==> src/rtl/pipe_ctrl_pkg.sv <==
// pipe_ctrl_pkg
//   Shared types and constants for the pipeline sequencer: FSM state
//   encoding, per-requester stall vectors and stall-vector bit indices.
package pipe_ctrl_pkg;

    typedef enum logic {
        ST_RUN   = 1'b0,
        ST_FLUSH = 1'b1
    } state_e;

    localparam int STALL_W = 6;

    // Bit positions of the stall vector, one per pipeline register.
    localparam int STG_PC     = 0;
    localparam int STG_IF_ID  = 1;
    localparam int STG_ID_EX  = 2;
    localparam int STG_EX_MEM = 3;
    localparam int STG_MEM_WB = 4;
    localparam int STG_WB     = 5;

    // A requester freezes its own stage and everything upstream of it.
    localparam logic [STALL_W-1:0] STALL_NONE = 6'b000000;
    localparam logic [STALL_W-1:0] STALL_IF   = 6'b000011;
    localparam logic [STALL_W-1:0] STALL_ID   = 6'b000111;
    localparam logic [STALL_W-1:0] STALL_EX   = 6'b001111;
    localparam logic [STALL_W-1:0] STALL_MEM  = 6'b011111;

endpackage

==> src/rtl/pipe_ctrl_sat_cnt.sv <==
// sat_cnt
//   Saturating up-counter. clr has priority over inc; the count holds at MAX.
//   Ports:
//     clk, rst  clock, asynchronous active-high reset
//     inc       count up by one this edge (unless saturated)
//     clr       clear to zero this edge
//     cnt       current count
module sat_cnt #(
    parameter int           W   = 8,
    parameter logic [W-1:0] MAX = '1
) (
    input  logic         clk,
    input  logic         rst,
    input  logic         inc,
    input  logic         clr,
    output logic [W-1:0] cnt
);

    logic [W-1:0] cnt_q, cnt_d;

    always_comb begin
        cnt_d = cnt_q;
        if (clr) begin
            cnt_d = '0;
        end else if (inc && (cnt_q != MAX)) begin
            cnt_d = cnt_q + W'(1);
        end
    end

    always_ff @(posedge clk or posedge rst) begin
        if (rst) begin
            cnt_q <= '0;
        end else begin
            cnt_q <= cnt_d;
        end
    end

    assign cnt = cnt_q;

endmodule

==> src/rtl/pipe_ctrl.sv <==
// pipe_ctrl
//   Pipeline sequencer for the 5-stage core: merges stage stall requests into
//   the per-register stall vector, sequences exception flushes with the
//   redirect PC, counts stall cycles and flags stuck stalls.
//   Ports:
//     clk, rst_       clock, asynchronous active-high reset
//     stallreq_*      stall requests from if / id / ex / mem
//     excp_req        exception taken (single-cycle pulse), excp_pc its target
//     stall           per-register stall vector (combinational)
//     flush           clear pipeline registers and load new_pc
//     new_pc          redirect PC, held while flush is high
//     stall_cnt       saturating count of cycles with any stall
//     stall_timeout   sticky: a stall run reached MAX_STALL cycles
//
//   state    | meaning
//   ST_RUN   | normal operation, stall follows the requests
//   ST_FLUSH | flush asserted, stall forced to 0, new exceptions dropped
module pipe_ctrl
    import pipe_ctrl_pkg::*;
#(
    parameter int FLUSH_LEN = 1,
    parameter int MAX_STALL = 64,
    parameter int CNT_W     = 32
) (
    input  logic               clk,
    input  logic               rst_,
    input  logic               stallreq_if,
    input  logic               stallreq_id,
    input  logic               stallreq_ex,
    input  logic               stallreq_mem,
    input  logic               excp_req,
    input  logic [31:0]        excp_pc,
    output logic [STALL_W-1:0] stall,
    output logic               flush,
    output logic [31:0]        new_pc,
    output logic [CNT_W-1:0]   stall_cnt,
    output logic               stall_timeout
);

    localparam int FL_W = (FLUSH_LEN > 1) ? $clog2(FLUSH_LEN) : 1;
    localparam int RL_W = $clog2(MAX_STALL + 1);

    state_e            state_q, state_d;
    logic [FL_W-1:0]   flush_left_q, flush_left_d;
    logic [31:0]       new_pc_q, new_pc_d;
    logic              timeout_q, timeout_d;
    logic [RL_W-1:0]   run_len;
    logic              stall_nz;
    logic              enter_flush;

    always_comb begin
        state_d      = state_q;
        flush_left_d = flush_left_q;
        new_pc_d     = new_pc_q;
        enter_flush  = 1'b0;
        stall        = STALL_NONE;

        // Reset also masks the vector so nothing downstream moves while held.
        if (!rst_ && state_q == ST_RUN) begin
            if (stallreq_mem)      stall = STALL_MEM;
            else if (stallreq_ex)  stall = STALL_EX;
            else if (stallreq_id)  stall = STALL_ID;
            else if (stallreq_if)  stall = STALL_IF;
        end

        case (state_q)
            ST_RUN: begin
                if (excp_req) begin
                    enter_flush  = 1'b1;
                    new_pc_d     = excp_pc;
                    flush_left_d = FL_W'(FLUSH_LEN - 1);
                    state_d      = ST_FLUSH;
                end
            end
            ST_FLUSH: begin
                if (flush_left_q != '0) begin
                    flush_left_d = flush_left_q - FL_W'(1);
                end else begin
                    state_d = ST_RUN;
                end
            end
            default: state_d = ST_RUN;
        endcase
    end

    assign stall_nz  = (stall != STALL_NONE);
    assign timeout_d = timeout_q | (stall_nz && (int'(run_len) + 1 == MAX_STALL));

    always_ff @(posedge clk or posedge rst_) begin
        if (rst_) begin
            state_q      <= ST_RUN;
            flush_left_q <= '0;
            new_pc_q     <= '0;
            timeout_q    <= 1'b0;
        end else begin
            state_q      <= state_d;
            flush_left_q <= flush_left_d;
            new_pc_q     <= new_pc_d;
            timeout_q    <= timeout_d;
        end
    end

    sat_cnt #(.W(CNT_W)) u_stall_cnt (
        .clk (clk),
        .rst (rst_),
        .inc (stall_nz),
        .clr (1'b0),
        .cnt (stall_cnt)
    );

    // Run length of the current stall; restarts on any stall-free cycle or flush.
    sat_cnt #(.W(RL_W), .MAX(RL_W'(MAX_STALL))) u_run_len (
        .clk (clk),
        .rst (rst_),
        .inc (stall_nz),
        .clr (!stall_nz || enter_flush),
        .cnt (run_len)
    );

    assign flush         = (state_q == ST_FLUSH);
    assign new_pc        = new_pc_q;
    assign stall_timeout = timeout_q;

endmodule

==> config.mk <==
export PLATFORM = sky130hd
export DESIGN_NAME = pipe_ctrl
export DESIGN_NICKNAME = d
export VERILOG_FILES = /design/src/rtl/pipe_ctrl_pkg.sv /design/src/rtl/pipe_ctrl_sat_cnt.sv /design/src/rtl/pipe_ctrl.sv
export SDC_FILE = /design/constraint.sdc
export NUM_CORES = 1
export LEC_CHECK = 0
export CAP_MARGIN = 10
export CORE_ASPECT_RATIO = 1.75
export CORE_MARGIN = 2
export CORE_UTILIZATION = 45
export DETAILED_ROUTE_END_ITERATION = 6
export PLACE_DENSITY_LB_ADDON = 0.25
export SYNTH_ARGS = -nofsm -noshare
export SYNTH_HDL_FRONTEND = slang
export SYNTH_SLANG_ARGS = --single-unit
==> constraint.sdc <==
create_clock -name clk -period 2.54 [get_ports clk]
set_input_delay 0.381 -clock clk [delete_from_list [all_inputs] [get_ports clk]]
set_output_delay 0.381 -clock clk [all_outputs]
set_load 0.01 [all_outputs]
==> results.md <==
* Overflow after GRT at 0
* Final number of max-transition violations at 0
* Register area share after synthesis at 0.558
* Clk_skew at 7.43 ps
* Number of antenna violations at the first check in global routing at 0
* Endpoint arrival time on the critical path at 1980 ps
* Count of unique library cells instantiated by Yosys at 37
* Maximum level of the CTS H-tree at 3
* Share of post-route cells with drive strength above 1 at 0.173
* Worst-path cell with the longest stage delay: sky130_fd_sc_hd__clkdlybuf4s50_1
* Min Clock Period, post-route at 2370 ps
* Required time worst endpoint at 2160 ps
* Synth Area in Compound Gates at 0.0226
* Critical setup path kind: input port to output port
* Setup Total Neg Slack at 0 ps
* Boundary Pins at 111
* Max IR drop VDD at 0.525 mV
* Yosys reg bits at 73
* Total vias in the final route at 2469
* Post-route fraction of the period consumed by the critical path at 0.931
* Power Dens Cells at 669 nW/um2
* Biggest area contributors in the synthesized netlist: sky130_fd_sc_hd__dfrtp_1, sky130_fd_sc_hd__mux2_2, sky130_fd_sc_hd__xnor2_1
* Clock power share at 0.360
* Number of sinks driven by the clock tree at 73
* Leakage power total at 0.00205 uW
* Result of the run: finished, final reports clean
* Ordered list of cells on the worst path: clkdlybuf4s50_1 > nor4_1 > or3_1 > inv_1 > clkdlybuf4s50_1
* Sw frac at 0.255
* Share of total power in sequential cells at 0.436
* Routed Antenna Nets at 0
* Crit end category: output port
* Net count, final at 419
* Unrepaired setup endpoints after global routing: no
* HP Class: input port to asynchronous set/reset pin
* Net Count, Synth at 302
* Average wire per standard cell at 15.7 um
* DRC violations left at 0
* CTS root buf: sky130_fd_sc_hd__clkbuf_16
* Number of instances in the synthesized netlist at 259
* Combined global-route utilization of all metal layers at 0.199
* Number of hold-repair buffers added at the cts stage at 0
* Via count of the first global-routing pass at 2550
* Number of setup violations in the final report at 0
* Total number of placement rows at 41
* Element type at the critical path start: input port
* Critical path's largest stage delay at 550 ps
* Inserted Diodes at 0
* Fillers at 573
* Share of async-settable or async-resettable flops after synthesis at 1.00
* Full die area at 8000 um2
* Largest family of logic cells by synthesized area: simple AND/OR/NAND/NOR gates
* Routability cong. at 0.851
* Total internal power at 2370 uW
* Detailed-route wire length at 7.34 mm
* Port Buffers at 109
* Post-synth top cells: sky130_fd_sc_hd__dfrtp_1, sky130_fd_sc_hd__mux2_2, sky130_fd_sc_hd__xnor2_1, sky130_fd_sc_hd__nand3_1
* Global-route wire length before repair at 11.8 mm
* Layout area overhead at 45.3%
* Total standard cell area after synthesis at 3270 um2
* Area share of the leading cell type in the synthesized netlist at 0.558
* Number of synthesized flops with an enable pin at 0
* Share of synthesized cell area in full adder, half adder and majority cells at 0.0153
* Clock transition at the registers of the reported paths at 50 ps
* Number of warning messages in the yosys log at 0
* Max clock buf depth at 2
* Max_cap viols at 0
* Post-synth top flop: sky130_fd_sc_hd__dfrtp_1
* Post-detailed-route via-to-cell ratio at 5.29
* Largest net degree at the start of global routing at 64
* Biggest fanout along the worst timing path at 4
* Critical Path Most Common Cell: sky130_fd_sc_hd__clkdlybuf4s50_1
* 1st-iter DRT viols at 99
* Placeable core region at 7130 um2
* Cell depth of the worst flop-to-flop path at 6
* Number of buffers added by the clock tree synthesis step at 9
* Later-pin clock latency in the skew report at 330 ps
* Initial core utilization at 0.459
* Post-CTS Repair Setup Buffers at 0
* Power spent charging and discharging nets at 812 uW
* Most used standard cell by instance count after synthesis: sky130_fd_sc_hd__dfrtp_1
* Post-DP HPWL at 5.44 mm
* Syn Area/Cell at 12.6 um2
* Combinational cell fraction of total power at 0.204
* Max frequency at 423 MHz
* Die extent in x at 68.5 um
* Die height at 117 um
* First-pass DRT Iterations at 4
* Core utilization of the finished layout at 0.667
* Parity-gate share of the synthesized area counting xor and xnor cells at 0.0963
* TritonCTS clock tree: yes
* Final Hold Violating Endpoints at 0
* Post-cts repair resize count at 0
* Simple-gate share of the synthesized area at 0.162
* Fraction of synthesized area in multiplexers at 0.118
* Area leader, netlist: sky130_fd_sc_hd__dfrtp_1
## cell type report
class	count	area, um2	area share
clock buffer	10	239	0.0502
clock inverter	6	33.8	0.00710
timing repair buffer	116	1170	0.246
sequential	73	1830	0.384
multi-input combinational	171	1360	0.286
tap	86	108	0.0226
inverter	5	18.8	0.00395
## critical path: cells and delay by family
kind	cells	cell delay (ps)
simple gates	2	420
buf+inv	3	1190
## cells by family after synthesis
group,after synthesis
AND/OR/NAND/NOR,87
flip-flops,73
XOR/XNOR,36
multiplexers,34
buffers and inverters,15
AO/OA/AOI/OAI,9
adder cells (fa/ha/maj),4
other,1
## final timing paths
check / startpoint / to / slack (ps)
max reg2reg: u_stall_cnt.cnt[0]$_DFFE_PP0P_ / u_stall_cnt.cnt[25]$_DFFE_PP0P_ / 480
min in group clk: stall_timeout$_DFF_PP0_ / stall_timeout$_DFF_PP0_ / 500
min: rst_ / new_pc[25]$_DFFE_PP0P_ / 450
max in group asynchronous: rst_ / new_pc[29]$_DFFE_PP0P_ / 1480
max: stallreq_mem / stall[0] / 170
min reg2reg: stall_timeout$_DFF_PP0_ / stall_timeout$_DFF_PP0_ / 500
## power by group through the flow
| stage | Combinational, uW | Clock [uW] | Sequential [uW] |
|---|---|---|---|
| floorplan | 217 | 0 | 1450 |
| global placement | 645 | 0 | 1400 |
| detailed placement | 656 | 0 | 1410 |
| CTS | 660 | 1170 | 1390 |
| global route | 697 | 1220 | 1400 |
| finish | 650 | 1150 | 1390 |
## layout by cell type (no fill, tap or decap), drive strengths merged, types with 4 or more instances in the layout
| cell type | n |
|---|---|
| clkdlybuf4s50 | 109 |
| dfrtp | 73 |
| mux2 | 34 |
| xnor2 | 26 |
| nand3 | 20 |
| nand4 | 11 |
| nor2 | 11 |
| xor2 | 10 |
| and3 | 10 |
| clkbuf | 10 |
| and4 | 9 |
| nand2 | 7 |
| buf | 7 |
| clkinv | 6 |
| inv | 5 |
| and2 | 4 |
| ha | 4 |
| nor2b | 4 |
## sequential cells by signal, summed over array words and instances (netlist names)
register	count
flush	1
stall_timeout	1
u_stall_cnt.cnt	32
new_pc	32
u_run_len.cnt	7
## per-layer routing
layer / GRT usage / wire length, um / vias to the layer above / share of wire
li1: - / - / 1142 / -
met1: 0.217 / 2770 / 1238 / 0.38
met2: 0.344 / 4030 / 81 / 0.55
met3: 0.0583 / 423 / 8 / 0.058
met4: 0.0920 / 112 / 0 / 0.015
met5: 0 / 0 / - / 0
## stage by stage
stage	worst slack (ps)	hold WS [ps]	power, uW	area, um2	std cells
detailed placement	117	473	2060	4480	451
floorplan	306	503	1670	3270	259
global route	92.5	483	3320	4760	467
CTS	171	451	3220	4760	467
finish	174	452	3180	4760	467
global placement	140	466	2040	4480	451
Power figures use the tool's default switching activity.
